### src/rtl/cn_commit_collector_pkg.sv
// Shared constants and helpers for the commitment collector: SM3 block/digest widths,
// the padding marker byte, and the padding-block builder.
// Pure declarations; no logic, latency or flow control.
package cn_commit_collector_pkg;

    localparam int unsigned BLK_W = 512;
    localparam int unsigned DIG_W = 256;

    localparam logic [7:0] SM3_PAD_MARKER = 8'h80;

    typedef enum logic [2:0] {
        ST_IDLE    = 3'd0,
        ST_REQ     = 3'd1,
        ST_RELEASE = 3'd2,
        ST_STALL   = 3'd3,
        ST_PAD     = 3'd4,
        ST_FIN     = 3'd5
    } cc_state_e;

    // Message length is always a whole number of blocks, so the final SM3 block is
    // the marker byte, zero fill and the 64-bit big-endian bit length.
    function automatic logic [BLK_W-1:0] sm3_pad_block(input logic [63:0] bitlen);
        return {SM3_PAD_MARKER, 440'h0, bitlen};
    endfunction

endpackage

### src/rtl/cn_commit_collector.sv
// Sequences the per-party commitment hash unit, packs commitment pairs into SM3 blocks, then emits the pad block.
// Latency: >=3 cycles per party beyond hash latency; blocks leave from a single-entry output register.
// Backpressure: blk_data/blk_last held while blk_valid&&!blk_ready; a full register stalls the next party.
//
// Ports:
//   clk, reset (async, active-low)
//   start        one-cycle run request, ignored while busy or in the done cycle
//   busy/done    run in progress / one-cycle completion pulse
//   party_idx    party currently being hashed (selects seed/aux upstream)
//   cn_hstart    level request to the commitment hash unit
//   cn_done      level completion, held until cn_hstart drops
//   cn_hash      commitment value, valid while cn_done
//   blk_valid/blk_ready/blk_data/blk_last   block stream to the aggregation hash
module cn_commit_collector
    import cn_commit_collector_pkg::*;
#(
    parameter int unsigned NCOMMIT = 16
) (
    input  logic             clk,
    input  logic             reset,
    input  logic             start,
    output logic             busy,
    output logic             done,
    output logic [7:0]       party_idx,
    output logic             cn_hstart,
    input  logic             cn_done,
    input  logic [DIG_W-1:0] cn_hash,
    output logic             blk_valid,
    input  logic             blk_ready,
    output logic [BLK_W-1:0] blk_data,
    output logic             blk_last
);

    localparam logic [8:0]       NCOMMIT_W = 9'(NCOMMIT);
    localparam logic [BLK_W-1:0] PAD_BLK   = sm3_pad_block(64'(NCOMMIT) * 64'd256);

    cc_state_e        state_q,     state_d;
    logic [7:0]       party_idx_q, party_idx_d;
    logic             half_q,      half_d;
    logic [DIG_W-1:0] hi_q,        hi_d;
    logic [BLK_W-1:0] blk_data_q,  blk_data_d;
    logic             blk_valid_q, blk_valid_d;
    logic             blk_last_q,  blk_last_d;
    logic             done_q,      done_d;

    logic xfer;
    logic last_party;

    assign xfer       = blk_valid_q && blk_ready;
    assign last_party = ({1'b0, party_idx_q} + 9'd1) == NCOMMIT_W;

    always_comb begin
        state_d     = state_q;
        party_idx_d = party_idx_q;
        half_d      = half_q;
        hi_d        = hi_q;
        blk_data_d  = blk_data_q;
        blk_valid_d = blk_valid_q;
        blk_last_d  = blk_last_q;
        done_d      = 1'b0;
        cn_hstart   = 1'b0;

        // Drain first; any load below in the same cycle takes precedence.
        if (xfer) begin
            blk_valid_d = 1'b0;
            blk_last_d  = 1'b0;
        end

        unique case (state_q)
            ST_IDLE: begin
                // done_q blocks a restart in the completion cycle.
                if (start && !done_q) begin
                    party_idx_d = 8'd0;
                    half_d      = 1'b0;
                    state_d     = ST_REQ;
                end
            end
            ST_REQ: begin
                cn_hstart = 1'b1;
                if (cn_done) begin
                    if (!half_q) begin
                        hi_d   = cn_hash;
                        half_d = 1'b1;
                    end else begin
                        blk_data_d  = {hi_q, cn_hash};
                        blk_valid_d = 1'b1;
                        blk_last_d  = 1'b0;
                        half_d      = 1'b0;
                    end
                    state_d = ST_RELEASE;
                end
            end
            ST_RELEASE: begin
                if (!cn_done) begin
                    if (last_party) begin
                        // party_idx stays at NCOMMIT-1 until the next start.
                        state_d = ST_PAD;
                    end else begin
                        party_idx_d = party_idx_q + 8'd1;
                        // A full register right after a pair completes means the
                        // next pair could land before the block leaves.
                        if (blk_valid_q && !half_q) begin
                            state_d = ST_STALL;
                        end else begin
                            state_d = ST_REQ;
                        end
                    end
                end
            end
            ST_STALL: begin
                // Also exits if the block already left on the cycle we entered.
                if (!blk_valid_q || blk_ready) begin
                    state_d = ST_REQ;
                end
            end
            ST_PAD: begin
                if (!blk_valid_q) begin
                    blk_data_d  = PAD_BLK;
                    blk_valid_d = 1'b1;
                    blk_last_d  = 1'b1;
                    state_d     = ST_FIN;
                end
            end
            ST_FIN: begin
                if (xfer) begin
                    done_d  = 1'b1;
                    state_d = ST_IDLE;
                end
            end
            default: begin
                state_d = ST_IDLE;
            end
        endcase
    end

    always_ff @(posedge clk or negedge reset) begin
        if (!reset) begin
            state_q     <= ST_IDLE;
            party_idx_q <= 8'd0;
            half_q      <= 1'b0;
            hi_q        <= '0;
            blk_data_q  <= '0;
            blk_valid_q <= 1'b0;
            blk_last_q  <= 1'b0;
            done_q      <= 1'b0;
        end else begin
            state_q     <= state_d;
            party_idx_q <= party_idx_d;
            half_q      <= half_d;
            hi_q        <= hi_d;
            blk_data_q  <= blk_data_d;
            blk_valid_q <= blk_valid_d;
            blk_last_q  <= blk_last_d;
            done_q      <= done_d;
        end
    end

    assign busy      = (state_q != ST_IDLE);
    assign done      = done_q;
    assign party_idx = party_idx_q;
    assign blk_valid = blk_valid_q;
    assign blk_data  = blk_data_q;
    assign blk_last  = blk_last_q;

endmodule

### config.mk
export PLATFORM = sky130hd
export DESIGN_NAME = cn_commit_collector
export DESIGN_NICKNAME = d
export VERILOG_FILES = /design/src/rtl/cn_commit_collector_pkg.sv /design/src/rtl/cn_commit_collector.sv
export SDC_FILE = /design/constraint.sdc
export NUM_CORES = 1
export LEC_CHECK = 0
export BUFFER_PORTS_ARGS = -buffer_cell sky130_fd_sc_hd__buf_2
export CAP_MARGIN = 20
export CELL_PAD_IN_SITES_DETAIL_PLACEMENT = 1
export CELL_PAD_IN_SITES_GLOBAL_PLACEMENT = 1
export CORE_MARGIN = 2
export CORE_UTILIZATION = 30
export CTS_CLUSTER_SIZE = 10
export DETAILED_ROUTE_END_ITERATION = 7
export GPL_TIMING_DRIVEN = 0
export PLACE_DENSITY = 0.75
export SYNTH_ARGS = -nofsm -noshare
export SYNTH_HDL_FRONTEND = slang
export SYNTH_SLANG_ARGS = --single-unit
### constraint.sdc
create_clock -name clk -period 1.6 [get_ports clk]
set_input_delay 0.32 -clock clk [delete_from_list [all_inputs] [get_ports clk]]
set_output_delay 0.32 -clock clk [all_outputs]
set_load 0.005 [all_outputs]
* Word level (Yosys, flattened, before mapping)
Cells that the tools add are included.
W data, S select, Z words.
** Word-level totals
- Bits in registers :: 783
- Word-level logic and storage cells :: 76
** Operators by class
- Bitwise logic cells :: 1
- Add/subtract/negate cells :: 2
- Muxes and demuxes :: 34
- Reduce and logical (&&, ||, !) cells :: 17
- Equality and inequality tests :: 14
** Operator list (number)
- $mux W512 :: 3
- $pmux W512 S2 :: 1
- $mux W8 :: 3
- $mux W3 :: 7
- $pmux W3 S6 :: 1
- $ne A2 B2 Y1 const B :: 8
- $pmux W8 S2 :: 1
- $mux W1 :: 14
- $add A8 B1 Y9 const B :: 1
- $eq A9 B5 Y1 const B :: 1
- $add A8 B1 Y8 const B :: 1
- $reduce_and A4 Y1 :: 2
- $eq A3 B2 Y1 const B :: 2
- $eq A3 B3 Y1 const B :: 2
- $pmux W1 S2 :: 3
- $reduce_and A3 Y1 :: 2
- $reduce_and A6 Y1 :: 1
- $reduce_bool A2 Y1 :: 3
- $eq A3 B1 Y1 const B :: 1
- $logic_and A1 B1 Y1 :: 3
- $logic_not A1 Y1 :: 3
- $logic_not A3 Y1 :: 1
- $reduce_bool A3 Y1 :: 1
- $mux W2 :: 1
- other kinds (2) :: 2

* Depth between registers and ports, before layout
Gate-level depths: netlist (run 1).
- Depth after elaboration :: 6
- Mapped depth :: 9
- Mapped depth without buffers :: 5

* Worst setup path after synthesis (run 1)
Ideal clock, no wire load.
- Kind :: reg2reg
- From :: reg state_q[0]
- To :: reg hi_q[0]
- Buffers on the path :: 3
- Required time :: 1473 ps
- Stages on the path, launching flop included :: 8
- Clock period less this slack :: 1748 ps
- Arrival time :: 1621 ps
- Path slack :: -148 ps
- Cell sequence :: dfrtp_1 -> buf_4 -> nor3b_4 -> nand2_2 -> nor2_8 -> buf_8 -> buf_8 -> mux2_1
** On the way
- Longest elaborated chain between the ends :: 2
** Ends and longest elaborated chain
- start: declaration :: line cn_commit_collector.sv:37 : cc_state_e state_q, state_d;
- start signal: assignment :: line cn_commit_collector.sv:147 : state_q <= state_d;
- $eq A3 B1 Y1 :: line cn_commit_collector.sv:69 : unique case (state_q)
- $reduce_and A3 Y1 (no source line)
- end signal: assignment :: line cn_commit_collector.sv:150 : hi_q <= hi_d;
- end: declaration :: line cn_commit_collector.sv:40 : logic [DIG_W-1:0] hi_q, hi_d;
Every way passes these cells.
A chain may end at the register's enable or synchronous reset.

* Worst setup path after layout (run 1)
- From :: reg state_q[2]
- To :: reg blk_data_q[408] (netlist: blk_data[408])
** On the way
- Longest elaborated chain between the ends :: 3
- Elaborated cells between the ends (all ways) :: 8
- Those cells by class :: 5 x eq/ne; 1 x mux; 2 x reduce/logical
** Ends and longest elaborated chain
- $eq A3 B1 Y1 / $eq A3 B3 Y1 (equally long branches) :: line cn_commit_collector.sv:69
- $ne A2 B2 Y1 (no source line) / $reduce_bool A2 Y1 (equally long branches)
- $reduce_and A4 Y1 (no source line)
- end signal: assignment :: line cn_commit_collector.sv:151 : blk_data_q <= blk_data_d;
- end: declaration :: line cn_commit_collector.sv:41 : logic [BLK_W-1:0] blk_data_q, blk_data_d;
Parallel ways exist; a longest one is shown, timed or not.

==> impl_metrics.tcl, run 1 <==
set metrics [dict create \
    path_max_fanout 7 \
    portBuffers 785 \
    place.gp.congestion 0.856 \
    gr-total-overflow 0 \
    outcome "finished, violations left" \
    fin_tns_setup_ps -258580 \
    fp.dieH_um 325 \
    fmax_mhz 489 \
    route.met2.wl_um 69900 \
    initial_core_util_pct 30.3 \
    finalWorstSetupSlack_ps -446 \
    finalCritPeriodShare_pct 128 \
    place_area_sq_um 36900 \
    synth_cells 2871 \
    avgSynthCellArea_sq_um 10.7 \
    maxSlewHeadroom_pct 42.7 \
    post-route-min-period_ps 2050 \
    clock_path_buffers 3 \
    synth_area_leaders "dfrtp_1 (63%), nand2_1 (13%), o21ai_1 (8.0%)" \
    die_area_sq_um 105000 \
    final_area_sq_um 46100 \
    crit_arrival_ps 2600 \
    cts_sinks 783 \
    total_power_mw 91.9 \
    hold_viol 110 \
    timing.rr.end "blk_data[408]" \
    route.vias.total 28192 \
    coreArea_sq_um 102000 \
    wl_per_cell_um 26.6 \
    required_ps 2160 \
    via_per_inst 5.12 \
    path_clk_slew_ps 60 \
    drtAntennaViolNets 0 \
    grt_max_degree 115 \
    yosysWarnings 0 \
    setup_viol 795 \
    final_util_pct 45.3 \
    area_delta_synth_final_pct 49.4 \
    grt_pass1_wl_um 196000 \
    async_reset_ff_share_pct 100 \
    p_leak_nw 23.8 \
    place_ws_ps -1470 \
    worst_setup_path_start_kind "flip-flop" \
    cts_hold_buf 257 \
    peakVddDrop_mv 0.962 \
    dr.first_iter.drc_count 1694 \
    critPathBufInv 5 \
    crit_path_end_kind "flip-flop" \
    cp_common_cell "buf_16" \
    cp_slowest_cell "dfrtp_2" \
    tightest_slew_ps 856 \
    synth-main-ff-cell "dfrtp_1" \
    ctsRootBufferMaster "clkbuf_16" \
    synth_area_sq_um 30900 \
    final_cells 5510 \
    ys_ff_latch 783 \
    powerDensity_nw_per_um2 1990 \
    grtUsageTotal_pct 24.5 \
    finalWirelength_um 147000 \
    drive_gt1_share_pct 38.6 \
    final.setup_skew_ps 18.4 \
    die_w_um 325 \
    r2r_start "state_q[2]" \
    yosysMostFrequentCell "nand2_1" \
    num_rows 117 \
    cts_buffers 93 \
    synth-edff-count 0 \
    drcViolationCount 0 \
    critical_path.max_stage_delay_ps 430 \
    nets 4356 \
    antenna_found_initial 19 \
    ios 786 \
    clock_latency_ps 670 \
    rr_worst_depth 9 \
    yosysTopAreaCell "dfrtp_1" \
    synth_seq_area_share_pct 63.5 \
    timing.hold.ws_ps -444 \
    ys_types 49 \
    drt-pass1-iter-count 5 \
    crit_type "flip-flop to flip-flop" \
    cts_tree "done" \
    wl_met3_um 9530 \
    synth_nets 3133 \
    cp_top_family "buffers and inverters" \
    place_inst 5031 \
    grt_setup_unrepaired "true" \
    max-cap-violations 0 \
    hold_class "input pin to asynchronous set/reset pin" \
    r2r_setup_slack_ps -450 \
    cp_cell_sequence "and4b_2, o21ai_4, buf_12, buf_16, buf_16, buf_16, buf_8, nand2_1, o21ai_1" \
    num-fill-cells 11230 \
    htreeDepth 3 \
    hpwl_um 88700 \
    synth_top_area_share_pct 63.5 \
    violations "hold timing, setup timing" \
    grt_pass1_vias 29953 \
    drt-met1-wl_um 55300 \
    ys_top_cells_by_count "nand2_1 (1031), dfrtp_1 (783), o21ai_1 (496)" \
    drv_slew 0 \
    top_layer "met5" \
]
placed cells by master, fill, tap and decap left out, drive strengths merged, types with 6 or more instances in the layout:
cell type    count
dfrtp          783
inv              9
nor3             6
diode           16
nand2         1032
dlygate4sd3    257
clkbuf         236
o21ai          525
mux2           256
nor2             8
buf            954
layer usage:
layer | track usage (%) | vias to the layer above
met2 | 40.6 | 1299
met5 | 0 | -
met3 | 6.04 | 560
li1 | - | 11927
met4 | 16.4 | 6
met1 | 28.2 | 14400
state kept, by name (all words and copies together), names as in the netlist:
name,flops
blk_valid,1
hi_q,256
half_q,1
blk_last,1
state_q,3
party_idx,8
done,1
blk_data,512
layout make-up:
class / count / area (sq um) / area share [%]
flip-flops and latches: 783 / 19600 / 42.5
multi-input cells: 1878 / 11300 / 24.5
repair buffers: 1132 / 8390 / 18.2
clock buffers: 116 / 2540 / 5.50
plain buffers: 200 / 2390 / 5.19
well taps: 1368 / 1710 / 3.71
clock inverters: 11 / 114 / 0.247
diodes: 16 / 40.0 / 0.0868
inverters: 6 / 22.5 / 0.0488
worst max path at each step:
| stage | slack (ps) | from | endpoint | depth (start not counted) |
|---|---|---|---|---|
| finish | -450 | state_q[2] | blk_data[408] | 9 |
| global route | -520 | state_q[2] | blk_data[285] | 9 |
| CTS | -480 | state_q[2] | blk_data[130] | 10 |
| detailed placement | -1470 | half_q | blk_data[208] | 5 |
| global placement | -17160 | reset | blk_data[236] | 1 |
| floorplan | -130 | state_q[0] | hi_q[183] | 7 |
logic make-up (layout without fill, tap and decap cells):
kind of cell / Yosys count / count (layout) / synth area share (%)
compound gates: 545 / 545 / 9.03
xor+xnor: 1 / 1 / 0.0284
fa+ha+maj: 1 / 1 / 0.0405
buf+inv: 210 / 1465 / 4.60
flops: 783 / 783 / 63.5
mux: 256 / 256 / 9.34
other cells: 0 / 16 / 0
simple gates: 1075 / 1075 / 13.5
repair_timing:
action,CTS,global route
buffers inserted,19,13
setup endpoints to repair,1116,1108
resized for setup,265,457
cloned,9,43
endpoints found under the hold margin,593,77
pin swaps,11,5
report_power, final:
part           leakage [nW]  internal (mW)  switching, mW
Clock                  1.29           11.2           8.53
Combinational          12.8           18.0           18.7
Sequential             9.70           29.0           6.41
Total                  23.8           58.2           33.7
No activity file was read; power rests on OpenSTA's default activity.
==> run 2: changes to the inputs <==
- ABC_AREA: unset -> 1
==> impl_metrics.tcl, run 2 <==
set metrics [dict create \
    crit_path_end_kind "flip-flop" \
    synth_top_area_share_pct 62.8 \
    die_w_um 327 \
    powerDensity_nw_per_um2 1920 \
    synth-edff-count 0 \
    dr.first_iter.drc_count 1760 \
    total_power_mw 90.6 \
    nets 4458 \
    yosysTopAreaCell "dfrtp_1" \
    ys_top_cells_by_count "dfrtp_1 (783), nand2_1 (558), o21ai_0 (524)" \
    grt_pass1_wl_um 208000 \
    synth_nets 3213 \
    post-route-min-period_ps 2160 \
    fp.dieH_um 327 \
    route.vias.total 29736 \
    async_reset_ff_share_pct 100 \
    final.setup_skew_ps 34.3 \
    path_clk_slew_ps 60 \
    grt_setup_unrepaired "true" \
    outcome "finished, violations left" \
    drt-pass1-iter-count 6 \
    layout_commonest_cell "buf_2" \
    coreArea_sq_um 103000 \
    place.gp.congestion 0.902 \
    num_rows 118 \
    area_delta_synth_final_pct 51.4 \
    ctsRootBufferMaster "clkbuf_16" \
    largest_reg_flops 512 \
    hpwl_um 92500 \
    via_per_inst 5.28 \
    most-common-layout-cells "buf_2 (824), dfrtp_1 (775), nand2_1 (503), o21ai_0 (437), dlygate4sd3_1 (258)" \
    crit_type "flip-flop to flip-flop" \
    peakVddDrop_mv 0.935 \
    synth_area_sq_um 31200 \
    cts_hold_buf 258 \
    drtAntennaViolNets 0 \
    place_area_sq_um 37400 \
    drcViolationCount 0 \
    avgSynthCellArea_sq_um 10.6 \
    finalWirelength_um 148000 \
    grt_pass1_vias 31843 \
    initial_core_util_pct 30.2 \
    drv_slew 0 \
    clock_path_buffers 3 \
    synth_seq_area_share_pct 62.8 \
    cts_tree "done" \
    finalCritPeriodShare_pct 135 \
    required_ps 2210 \
    clock_latency_ps 680 \
    die_area_sq_um 107000 \
    ys_ff_latch 783 \
    ios 786 \
    grtUsageTotal_pct 25.7 \
    worst_setup_path_start_kind "flip-flop" \
    wl_per_cell_um 26.3 \
    ys_types 30 \
    synth-main-ff-cell "dfrtp_1" \
    final_area_sq_um 47200 \
    antenna_found_initial 18 \
    drive_gt1_share_pct 43.9 \
    tightest_slew_ps 719 \
    hold_class "input pin to asynchronous set/reset pin" \
    setup_viol 907 \
    grt_max_degree 117 \
    final_util_pct 45.7 \
    crit_arrival_ps 2770 \
    maxSlewHeadroom_pct 52.0 \
    gr-total-overflow 0 \
    violations "hold timing, setup timing" \
    timing.hold.ws_ps -409 \
    cts_buffers 94 \
    yosysMostFrequentCell "dfrtp_1" \
    synth_cells 2951 \
    finalWorstSetupSlack_ps -563 \
    cts_sinks 783 \
    hold_viol 63 \
    yosysWarnings 0 \
    portBuffers 785 \
    fin_tns_setup_ps -317710 \
    fmax_mhz 462 \
    max-cap-violations 0 \
    synth_area_leaders "dfrtp_1 (63%), mux2_2 (9.2%), o21ai_0 (8.4%)" \
    path_max_fanout 7 \
    p_leak_nw 22.9 \
    htreeDepth 3 \
]
==> run 2: cell types whose count changed after synthesis, sizes merged, moves of 5 or more <==
cell / change
nand2: -474
buf: +40
inv: +11
clkbuf: +10
nand3: +516
nor2: +12
nor3: -5
==> run 2: cells by family after synthesis <==
| kind of cell | synth area share [%] |
|---|---|
| muxes | 9.20 |
| buffers and inverters | 3.82 |
| xor gates and xnor gates | 0.0561 |
| adders and majority gates | 0.0401 |
| AOI/OAI and AO/OA | 8.64 |
| and+or+nand+nor | 15.5 |
| DFF | 62.8 |
==> run 2: where the power goes <==
part	internal, mW	switching, mW
Combinational	16.0	19.7
Sequential	28.9	5.88
Clock	11.5	8.70
==> run 2: what timing repair did <==
action,4_1_cts,5_1_grt
cloned,21,20
pin swaps,39,79
hold endpoints to repair,568,54
buffers inserted,42,21
gates resized for setup,453,469
setup endpoints to repair,937,1031
==> run 2: worst paths after layout <==
path | slack [ps] | cells after the start | to | start
setup reg to reg | -560 | 13 | blk_data[209] | state_q[1]
min in group clk | 100 | 4 | half_q | start
max in group asynchronous | -190 | 4 | blk_data[152] | reset
hold reg to reg | 480 | 2 | blk_data[350] | hi_q[94]
hold / removal | -410 | 1 | hi_q[40] | reset
setup / recovery | -560 | 13 | blk_data[209] | state_q[1]
==> run 2: cell type report <==
class / instances / area [sq um]
fill: 11316 / 56100
sequential: 783 / 19600
multi-input combinational: 1896 / 12300
timing repair buffer: 1153 / 8470
clock buffer: 119 / 2540
buffer: 250 / 2340
tap: 1380 / 1730
clock inverter: 12 / 175
inverter: 18 / 71.3
antenna: 16 / 40.0
==> run 2: layer usage <==
metal	vias up	part of all wire (%)	global-route usage [%]	routed length (um)
met1	15281	37	30.1	55400
met3	527	6.9	6.18	10200
li1	12620	-	-	-
met4	2	6.7	14.2	9970
met5	-	0.010	0	15
met2	1306	49	43.5	72300
==> run 2: per-stage QoR <==
stage | instances | worst slack (ps)
finish | 5627 | -563
global route | 5624 | -621
detailed placement | 5128 | -1650
global placement | 5116 | -17250
CTS | 5580 | -477
floorplan | 2951 | -87.0
==> run 2: worst max-delay path, cell delays in order, from the launching register on <==
cell,delay [ps]
dfrtp_2,450
inv_2,80
nand2_2,60
nor2_4,160
a21oi_4,90
buf_12,150
buf_16,140
nor2_8,110
buf_12,210
buf_16,200
buf_4,140
buf_8,120
nand3_1,100
nand2_1,100
